## config.mk

```make
export PLATFORM = sky130hd
export DESIGN_NAME = mem_arbiter
export DESIGN_NICKNAME = d
export VERILOG_FILES = /design/src/rtl/mem_arb_pkg.sv /design/src/rtl/mem_arbiter_pick2.sv /design/src/rtl/mem_arbiter.sv
export SDC_FILE = /design/constraint.sdc
export NUM_CORES = 1
export LEC_CHECK = 0
export ABC_AREA = 1
export CELL_PAD_IN_SITES_DETAIL_PLACEMENT = 0
export CELL_PAD_IN_SITES_GLOBAL_PLACEMENT = 2
export CORE_ASPECT_RATIO = 0.75
export CORE_MARGIN = 4
export CORE_UTILIZATION = 10
export DETAILED_ROUTE_END_ITERATION = 8
export PLACE_DENSITY_LB_ADDON = 0.1
export SYNTH_ARGS = -nofsm -noshare
export SYNTH_HDL_FRONTEND = slang
export SYNTH_SLANG_ARGS = --single-unit
```

## constraint.sdc

```tcl
create_clock -name clk -period 1.62 [get_ports clk]
set_input_delay 0.486 -clock clk [delete_from_list [all_inputs] [get_ports clk]]
set_output_delay 0.486 -clock clk [all_outputs]
set_load 0.03 [all_outputs]
```

## src/rtl/mem_arb_pkg.sv

```systemverilog
// Shared types for the cpu32 single-port memory arbiter.
package mem_arb_pkg;

  typedef enum logic [1:0] {
    IDLE,
    I_BUSY,
    D_BUSY
  } arb_state_e;

  typedef enum logic [1:0] {
    GNT_NONE,
    GNT_FETCH,
    GNT_DATA
  } gnt_id_e;

endpackage

```

## src/rtl/mem_arbiter_pick2.sv

```systemverilog
// Combinational two-way picker: returns the grant id for fetch/data eligibility.
module arb_pick2
  import mem_arb_pkg::*;
(
  input  logic    fetch_el_i,
  input  logic    data_el_i,
  input  logic    fetch_prio_i,
  output gnt_id_e gnt_o
);

  always_comb begin
    gnt_o = GNT_NONE;
    if (fetch_el_i && data_el_i) begin
      gnt_o = fetch_prio_i ? GNT_FETCH : GNT_DATA;
    end else if (fetch_el_i) begin
      gnt_o = GNT_FETCH;
    end else if (data_el_i) begin
      gnt_o = GNT_DATA;
    end
  end

endmodule

```

## src/rtl/mem_arbiter.sv

```systemverilog
// Shares one synchronous RAM port between fetch and load/store requesters.
// Define CPU32_ARB_FAIR_EN for alternating tie priority; default is data-wins.
module mem_arbiter
  import mem_arb_pkg::*;
#(
  parameter int AWIDTH = 32,
  parameter int DWIDTH = 32
) (
  input  logic              clk,
  input  logic              reset,
  input  logic              i_req,
  input  logic [AWIDTH-1:0] i_addr,
  output logic              i_ack,
  output logic [DWIDTH-1:0] i_rdata,
  input  logic              d_req,
  input  logic              d_we,
  input  logic [AWIDTH-1:0] d_addr,
  input  logic [DWIDTH-1:0] d_wdata,
  output logic              d_ack,
  output logic [DWIDTH-1:0] d_rdata,
  output logic [AWIDTH-1:0] ram_addr,
  output logic [DWIDTH-1:0] ram_wdata,
  output logic              ram_we,
  input  logic [DWIDTH-1:0] ram_rdata
);

  arb_state_e state_q, state_d;
  gnt_id_e    gnt;
  logic       fetch_el, data_el, fetch_prio;

  // A requester is excluded in its own ack cycle; reset suppresses all grants.
  assign fetch_el = i_req && (state_q != I_BUSY) && !reset;
  assign data_el  = d_req && (state_q != D_BUSY) && !reset;

`ifdef CPU32_ARB_FAIR_EN
  logic last_grant_q, last_grant_d;  // 0 = FETCH, 1 = DATA

  assign fetch_prio = last_grant_q;

  always_comb begin
    last_grant_d = last_grant_q;
    if (gnt == GNT_FETCH) last_grant_d = 1'b0;
    else if (gnt == GNT_DATA) last_grant_d = 1'b1;
  end

  always_ff @(posedge clk) begin
    if (reset) last_grant_q <= 1'b0;
    else       last_grant_q <= last_grant_d;
  end
`else
  assign fetch_prio = 1'b0;
`endif

  arb_pick2 u_pick (
    .fetch_el_i  (fetch_el),
    .data_el_i   (data_el),
    .fetch_prio_i(fetch_prio),
    .gnt_o       (gnt)
  );

  always_comb begin
    ram_addr  = '0;
    ram_wdata = '0;
    ram_we    = 1'b0;
    state_d   = IDLE;
    unique case (gnt)
      GNT_FETCH: begin
        ram_addr = i_addr;
        state_d  = I_BUSY;
      end
      GNT_DATA: begin
        ram_addr  = d_addr;
        ram_wdata = d_wdata;
        ram_we    = d_we;
        state_d   = D_BUSY;
      end
      default: ;
    endcase
  end

  always_ff @(posedge clk) begin
    if (reset) state_q <= IDLE;
    else       state_q <= state_d;
  end

  assign i_ack   = (state_q == I_BUSY) && !reset;
  assign d_ack   = (state_q == D_BUSY) && !reset;
  assign i_rdata = ram_rdata;
  assign d_rdata = ram_rdata;

endmodule

```

# Yosys cells after proc, flatten, opt, wreduce, memory -nomap -nowiden
# Cells that the tools add are included.
[totals]
regBits = 2
latchBits = 0
ram_bits = 0
mem_bits_ro = 0
input_bits = 133
elab_cells = 22
mem_count = 0
[op_classes]
addsub = 0
n_mul = 0
div = 0
magnitude_cmp = 0
n_eq_ne = 6
n_shift = 0
muxes = 7
n_bitwise = 0
n_reduce_logical = 8
[ops]
columns = ["operator", "count"]
rows = [
  ["$pmux W32 S2", 1],
  ["$mux W32", 1],
  ["$logic_and A1 B1 Y1", 7],
  ["$mux W2", 3],
  ["$eq A2 B1 Y1 const B", 2],
  ["$eq A2 B2 Y1 const B", 2],
  ["$pmux W2 S2", 1],
  ["$ne A2 B1 Y1 const B", 1],
  ["$ne A2 B2 Y1 const B", 1],
  ["$logic_not A1 Y1", 1],
  ["$mux W1", 1],
]

# Depth between registers and ports, before layout
# Gate-level depths: netlist (run 1).
[depth]
ltp_word = 8
depth_mapped = 7
mapped_depth_nobuf = 6

# Modules after synthesis
# From an unflattened synthesis (run 1), not the netlist that was laid out.
[hier_totals]
cells_unflattened = 266
area_unflattened_um2 = 1452.6
[modules_own_cells]
columns = ["mod", "instances", "cells_per_inst", "area_per_inst_um2"]
rows = [
  ["mem_arbiter", 1, 261, 1431.4],
  ["arb_pick2", 1, 5, 21.3],
]

# Worst setup path after synthesis (run 1)
# Ideal clock, no wire load.
[synth_timing]
path_type = "input to output"
startpoint = "input d_req"
endpoint = "output ram_wdata[0]"
t_arrival_ps = 1362
slack_ps = -228
cell_stages = 6
path_buffers = 2
path_cell_list = "inv_1 nor2_1 nand2_2 buf_6 buf_6 nor2_1"
[synth_via]
elab_chain_len = 7
word_cells_on_any_way = 8
[synth_rtl]
columns = ["item", "line", "text"]
rows = [
  ["from (decl)", "mem_arbiter.sv:15", "input logic d_req,"],
  ["$logic_and A1 B1 Y1 * (2 in a row)", "mem_arbiter.sv:33", "assign data_el = d_req && (state_q != D_BUSY) && !reset;"],
  ["$mux W2", "mem_arbiter_pick2.sv:17", "end else if (data_el_i) begin"],
  ["$mux W2", "mem_arbiter_pick2.sv:15", "end else if (fetch_el_i) begin"],
  ["$mux W2 *", "mem_arbiter_pick2.sv:13", "if (fetch_el_i && data_el_i) begin"],
  ["$eq A2 B2 Y1 *", "mem_arbiter.sv:66", "unique case (gnt)"],
  ["$mux W32 *", "mem_arbiter.sv:66", ""],
  ["to (decl)", "mem_arbiter.sv:22", "output logic [DWIDTH-1:0] ram_wdata,"],
]
# Mark *: on every way between the ends. The rest lies on a longest branch, timed or not.

# Final worst setup path (run 1)
[layout_timing]
startpoint = "input reset"
endpoint = "output ram_addr[25]"
[layout_via]
elab_chain_len = 7
word_cells_on_any_way = 10
[layout_rtl]
columns = ["item", "line", "text"]
rows = [
  ["from (decl)", "mem_arbiter.sv:10", "input logic reset,"],
  ["$logic_not A1 Y1 *", "mem_arbiter.sv:32, mem_arbiter.sv:33", ""],
  ["$logic_and A1 B1 Y1", "mem_arbiter.sv:33", ""],
  ["$mux W2", "mem_arbiter_pick2.sv:17", ""],
  ["$mux W2", "mem_arbiter_pick2.sv:15", ""],
  ["$mux W2 *", "mem_arbiter_pick2.sv:13", ""],
  ["$eq A2 B2 Y1 or $eq A2 B1 Y1 (tied branches)", "mem_arbiter.sv:66", ""],
  ["$pmux W32 S2 *", "mem_arbiter.sv:66", ""],
  ["to (decl)", "mem_arbiter.sv:21", "output logic [AWIDTH-1:0] ram_addr,"],
]
# Marks and branches as above.

==> impl_metrics.py, run 1 <==
metrics = {
    "clock_tree": {
        "cts_buffers": 3,
        "clock_path_buffers": 2,
        "htree_levels": 1,
        "clkLatencyLatePin_ps": 220,
        "cts_sinks": 2,
        "ctsHoldBuffers": 0,
        "clkSlewWorstSetupHoldPaths_ps": 30,
        "clock_tree_from_tritoncts": "yes",
        "cts_root_buffer": "sky130_fd_sc_hd__clkbuf_16",
    },
    "worst_hold_path": {
        "worst_hold_startpoint": "reset",
        "timing.hold.worst_endpoint": "state_q[1]",
        "hp-class": "input pin to register",
        "hold-path-cell-count": 5,
    },
    "detailed_routing": {
        "route.final.wire_length_um": 6730,
        "via_count": 1845,
        "wl_per_cell_um": 12.4,
        "route.detailed.drc": 0,
        "drt-pass1-iter-count": 3,
        "ant_nets": 0,
        "viasPerCell": 3.39,
        "first_iter_violations": 25,
    },
    "global_route": {
        "grt_max_degree": 21,
        "remaining_overflow_grt": 0,
        "track_usage": 0.0823,
        "first_global_vias": 1905,
        "antenna_violations_before_repair": 0,
        "global_route_wire_length_before_repair_um": 10100,
    },
    "final_layout": {
        "finish.instance_area_um2": 3780,
        "num_antenna_cells": 0,
        "finish.utilization": 0.290,
        "flip_flop_count_of_the_largest_register_all_copies_and_words_added": 2,
        "reg.largest.list": "state_q (2)",
        "nets": 509,
        "layout_commonest_cell": "sky130_fd_sc_hd__clkdlybuf4s50_1",
        "area_growth_syn_to_layout_pct": 184,
        "registers.top_by_ff_count": "state_q",
        "layout.cells.most_common_list": "97 x sky130_fd_sc_hd__clkdlybuf4s50_1, 72 x sky130_fd_sc_hd__buf_6, 36 x sky130_fd_sc_hd__nor2_4",
        "post_route_cells_drive_above_1_share": 0.527,
    },
    "timing": {
        "finalSetupViolations": 65,
        "grt_setup_unrepaired": "true",
        "final_hold_viol_count": 0,
        "final_period_minus_worst_setup_slack_ps": 1880,
        "max_slew_margin": 0.897,
        "fin_crit_sh": 1.16,
        "drv_slew": 0,
        "timing.clock.skew_ps": 0.745,
        "post-route-worst-setup-slack_ps": -263,
        "clock.fmax_mhz": 531,
        "worst_slew_pin_slew_ps": 154,
    },
    "power_and_ir_drop": {
        "total_leakage_power_uw": 0.00167,
        "max-vdd-ir-drop_uv": 210,
        "power_density_nw_per_um2": 400,
    },
    "synth": {
        "synth_nets": 387,
        "synth_top_family_by_area": "buffers and inverters",
        "yosys.area_share.xor_xnor": 0,
        "synth-compound-area-share": 0,
        "synth_area_um2": 1330,
        "seq_area_frac_synth": 0.0300,
        "syn_avg_cell_area_um2": 5.25,
        "synth.distinct_cells": 13,
        "synthCells": 254,
        "muxShareOfSynthArea": 0,
        "yosys.area_share.adder": 0,
        "ys_seq_elements": 2,
        "synth.yosys.warnings": 0,
        "post_synth_and_or_nand_nor_area_fraction": 0.425,
    },
    "placement": {
        "place_area_um2": 3010,
        "hpwl_um": 4930,
        "routabilityCongestion": 0.719,
        "dpl_worst_slack_ps": -845,
        "place.port_buffers": 167,
    },
    "floorplanning": {
        "die_area_um2": 15300,
        "die_width_um": 141,
        "placementRows": 36,
        "height_of_the_die_um": 108,
        "floorplan.core_area_um2": 13000,
        "floorplan.io_pins": 264,
        "initial_core_util": 0.102,
    },
    "setup_path": {
        "reg_to_reg_endpoint": "state_q[0]",
        "crit_fanout": 8,
        "worst-r2r-cell-count": 5,
        "r2r_slack_ps": 590,
        "endpoint_required_time_on_the_critical_path_ps": 1130,
        "setup.worst_path.start_class": "input pin",
        "rr_startpoint": "state_q[0]",
        "critPathCaptureType": "output pin",
        "critical_path_arrival_ps": 1400,
        "worst-setup-path-type": "input pin to output pin",
    },
    "status": {
        "outcome": "finished, violations left",
        "violations": "negative setup slack",
    },
    "run": {
        "maximum_capacitance_violations": 0,
    },
}
-- cell families (layout without fill, tap and decap cells) --
kind of cell / count (synthesis) / after routing
flip-flops: 2 / 2
buffers and inverters: 114 / 234
AND/OR/NAND/NOR: 138 / 138
-- cell type report --
cell class                      count  area [um^2]
Timing Repair Buffer              194         2230
Multi-Input combinational cell    138         1060
Inverter                           37          156
Sequential cell                     2         41.3
Fill cell                        1409         9240
Tap cell                          171          214
Clock buffer                        3         75.1
-- synth_stat cells (all sizes together) --
| library cell | number | area [um^2] |
|---|---|---|
| nor2 | 37 | 141 |
| dfxtp | 2 | 40.0 |
| inv | 37 | 139 |
| buf | 77 | 587 |
| nand3 | 32 | 160 |
| and2 | 1 | 6.26 |
| nand2 | 67 | 254 |
| nor3 | 1 | 5.00 |
-- worst max-delay path, stage by stage --
cell	delay, ps
sky130_fd_sc_hd__buf_8	110
sky130_fd_sc_hd__nor2_4	140
sky130_fd_sc_hd__nand2_8	120
sky130_fd_sc_hd__inv_8	120
sky130_fd_sc_hd__buf_12	130
sky130_fd_sc_hd__nand2_1	70
sky130_fd_sc_hd__nand2_2	80
sky130_fd_sc_hd__buf_6	120
-- per-stage QoR --
stage	setup TNS, ps	instances	total power (uW)	hold slack [ps]
floorplan	-946	254	806	680
global placement	-47770	526	961	885
detailed placement	-48060	526	953	871
CTS	-16000	546	1550	797
global route	-18040	545	1600	832
finish	-14720	545	1510	809
-- timing repair --
item,CTS,global route
setup buffers,11,0
hold endpoints to repair,0,0
endpoints found under the setup margin,67,66
pin swaps,12,8
gates resized for setup,122,5
gates cloned,6,1
-- per-layer routing --
metal,GRT usage,vias to the layer above,part of all wire
met1,0.0982,801,0.40
met2,0.134,116,0.44
met4,0.0131,0,0.0031
met3,0.0438,2,0.16
li1,-,926,-
met5,0,-,0
-- worst max-delay path by stage --
stage | start | to | slack, ps
4_1_cts | reset | ram_addr[10] | -280
3_5_place_dp | d_req | ram_addr[29] | -840
5_1_grt | state_q[0] | ram_addr[21] | -330
6_report | reset | ram_addr[25] | -260
3_3_place_gp | d_req | ram_addr[29] | -840
2_1_floorplan | d_req | ram_wdata[10] | -40
-- power by group --
part           internal (uW)  leakage, uW  switching (uW)
sequential              53.0    0.0000169            1.52
combinational            583      0.00162             511
clock                    314    0.0000370            50.7
Power figures use the tool's default switching activity.
==> run 2, diff against run 1 <==
--- a/config.mk
+++ b/config.mk
@@ -9,10 +9,11 @@
 export CELL_PAD_IN_SITES_DETAIL_PLACEMENT = 0
 export CELL_PAD_IN_SITES_GLOBAL_PLACEMENT = 2
 export CORE_ASPECT_RATIO = 0.75
-export CORE_MARGIN = 4
+export CORE_MARGIN = 2
 export CORE_UTILIZATION = 10
 export DETAILED_ROUTE_END_ITERATION = 8
 export PLACE_DENSITY_LB_ADDON = 0.1
+export REMOVE_ABC_BUFFERS = 1
 export SYNTH_ARGS = -nofsm -noshare
 export SYNTH_HDL_FRONTEND = slang
 export SYNTH_SLANG_ARGS = --single-unit
==> run 2 against run 1 <==
  * The flow still finishes with violations (negative setup slack)
  * Count of clock-buffer cells in the layout did not move
  * Non-clock buffer count rose by 2
  * Clock power hardly changed
  * Cell area shrank 2.0%
  * Critical endpoint is now ram_addr[22]
==> impl_metrics.py, run 2 (same netlist as run 1, synthesis figures left out) <==
metrics = {
    "timing": {
        "finalSetupViolations": 66,
        "final_hold_viol_count": 0,
        "post-route-worst-setup-slack_ps": -306,
        "drv_slew": 0,
        "clock.fmax_mhz": 519,
        "max_slew_margin": 0.861,
        "timing.clock.skew_ps": 0.478,
        "grt_setup_unrepaired": "true",
        "setup_total_negative_slack_ps": -14870,
        "fin_crit_sh": 1.19,
        "worst_slew_pin_slew_ps": 208,
        "final_period_minus_worst_setup_slack_ps": 1930,
    },
    "clock_tree": {
        "clock_path_buffers": 2,
        "clock_tree_from_tritoncts": "yes",
        "ctsHoldBuffers": 0,
        "clkLatencyLatePin_ps": 220,
        "cts_sinks": 2,
        "cts_buffers": 3,
        "clkSlewWorstSetupHoldPaths_ps": 30,
        "htree_levels": 1,
        "cts_root_buffer": "sky130_fd_sc_hd__clkbuf_16",
    },
    "floorplanning": {
        "die_area_um2": 14300,
        "die_width_um": 137,
        "height_of_the_die_um": 104,
        "initial_core_util": 0.102,
        "floorplan.core_area_um2": 13000,
        "floorplan.io_pins": 264,
        "placementRows": 36,
    },
    "placement": {
        "place_area_um2": 2590,
        "routabilityCongestion": 0.657,
        "number_of_cells_in_the_design_after_placement": 527,
        "place.port_buffers": 167,
        "hpwl_um": 7000,
    },
    "final_layout": {
        "num_antenna_cells": 0,
        "nets": 511,
        "finish.utilization": 0.285,
        "layout_commonest_cell": "sky130_fd_sc_hd__clkdlybuf4s50_1",
        "post_route_cells_drive_above_1_share": 0.487,
        "area_growth_syn_to_layout_pct": 178,
        "finish.instance_area_um2": 3700,
        "layout.cells.most_common_list": "97 x sky130_fd_sc_hd__clkdlybuf4s50_1, 68 x sky130_fd_sc_hd__buf_6, 47 x sky130_fd_sc_hd__nand2_1",
        "reg.largest.list": "state_q (2)",
        "registers.top_by_ff_count": "state_q",
        "filler_cell_count": 1406,
        "register_cell_area_after_layout_um2": 42.5,
        "post_layout_nonfiller_instances": 547,
        "multiInputGateArea_um2": 988,
        "flip_flop_count_of_the_largest_register_all_copies_and_words_added": 2,
    },
    "detailed_routing": {
        "ant_nets": 0,
        "via_count": 2033,
        "route.detailed.drc": 0,
        "viasPerCell": 3.72,
        "drt-pass1-iter-count": 4,
        "wl_per_cell_um": 18.6,
        "route.final.wire_length_um": 10200,
        "first_iter_violations": 61,
    },
    "power_and_ir_drop": {
        "share_of_total_power_in_sequential_cells": 0.037,
        "total_leakage_power_uw": 0.00168,
        "max-vdd-ir-drop_uv": 288,
        "total_power_uw": 1510,
        "power_density_nw_per_um2": 407,
        "netSwitchingPower_uw": 566,
        "power_frac_clock": 0.243,
        "power_frac_comb": 0.720,
        "power_switching_share": 0.375,
        "p_int_uw": 943,
    },
    "global_route": {
        "first_global_vias": 1851,
        "global_route_wire_length_before_repair_um": 12900,
        "grt_use_met1": 0.162,
        "track_usage": 0.125,
        "antenna_violations_before_repair": 0,
        "gr_busiest_metal": "met1",
        "grt_max_degree": 25,
        "grtUsageMet3": 0.126,
        "remaining_overflow_grt": 0,
        "use_met2": 0.144,
    },
    "setup_path": {
        "crit_fanout": 5,
        "reg_to_reg_endpoint": "state_q[0]",
        "termination_of_the_worst_setup_path": "ram_addr[22]",
        "critPathCaptureType": "output pin",
        "worst-r2r-cell-count": 7,
        "rr_startpoint": "state_q[0]",
        "endpoint_required_time_on_the_critical_path_ps": 1130,
        "cp-startpoint": "reset",
        "setup.worst_path.start_class": "input pin",
        "worst-setup-path-type": "input pin to output pin",
        "r2r_slack_ps": 380,
        "critical_path_arrival_ps": 1440,
    },
    "status": {
        "violations": "negative setup slack",
        "outcome": "finished, violations left",
    },
    "run": {
        "maximum_capacitance_violations": 0,
    },
    "worst_hold_path": {
        "hp-class": "input pin to register",
    },
}
[run 2: cell types whose count changed in the layout (fill, tap and decap cells not counted), sizes merged]
cell	delta
clkbuf	+2
[run 2: worst min path at each step]
stage,startpoint,endpoint,depth (start not counted)
5_1_grt,reset,state_q[1],6
6_report,reset,state_q[1],6
3_5_place_dp,state_q[1],state_q[1],5
4_1_cts,reset,state_q[1],6
2_1_floorplan,state_q[1],state_q[0],3
3_3_place_gp,state_q[1],state_q[1],5
[run 2: layout make-up]
cell class              count  area share
repair buffers            196       0.605
multi-input cells         138       0.267
well taps                 171      0.0578
inverters                  37      0.0389
clock buffers               3      0.0203
flip-flops and latches      2      0.0115
[run 2: stage by stage]
step           worst slack, ps  hold slack [ps]
5_1_grt                   -349              915
6_report                  -306              879
4_1_cts                   -285              885
3_3_place_gp              -716              943
2_1_floorplan             -773              820
3_5_place_dp              -680              933
[run 2: critical path, cell delays in order]
cell and delay [ps]:
sky130_fd_sc_hd__buf_8 100, sky130_fd_sc_hd__nor2_4 150, sky130_fd_sc_hd__nand2_8 100, sky130_fd_sc_hd__buf_12 160, sky130_fd_sc_hd__clkbuf_16 160, sky130_fd_sc_hd__nand3_2 70, sky130_fd_sc_hd__nand2_1 60, sky130_fd_sc_hd__buf_6 130
[run 2: per-layer routing]
layer	vias up	wire length (um)	part of all wire
li1	935	-	-
met1	898	4330	0.42
met2	192	3640	0.36
met3	6	2130	0.21
met4	2	17	0.0017
met5	-	71	0.0070
[run 2: what timing repair did]
item	CTS	global route
pin swaps	14	15
setup endpoints to repair	67	66
resized for setup	103	119
setup buffers	5	3
cloned	6	4
[run 2: power by group through the flow]
stage                     clock network (uW)  logic, uW  registers [uW]
after global placement                     0        786            54.8
after CTS                                368        933            55.1
after global routing                     382       1160            55.9
final                                    367       1090            55.6
after floorplan                            0        314            54.7
after detailed placement                   0        779            54.8
==> run 3, diff against run 2 <==
--- a/config.mk
+++ b/config.mk
@@ -12,6 +12,7 @@
 export CORE_MARGIN = 2
 export CORE_UTILIZATION = 10
 export DETAILED_ROUTE_END_ITERATION = 8
+export HOLD_SLACK_MARGIN = 0.02
 export PLACE_DENSITY_LB_ADDON = 0.1
 export REMOVE_ABC_BUFFERS = 1
 export SYNTH_ARGS = -nofsm -noshare
==> results of run 3 <==
The final DEF is identical to that of run 2; final timing and power are the same.
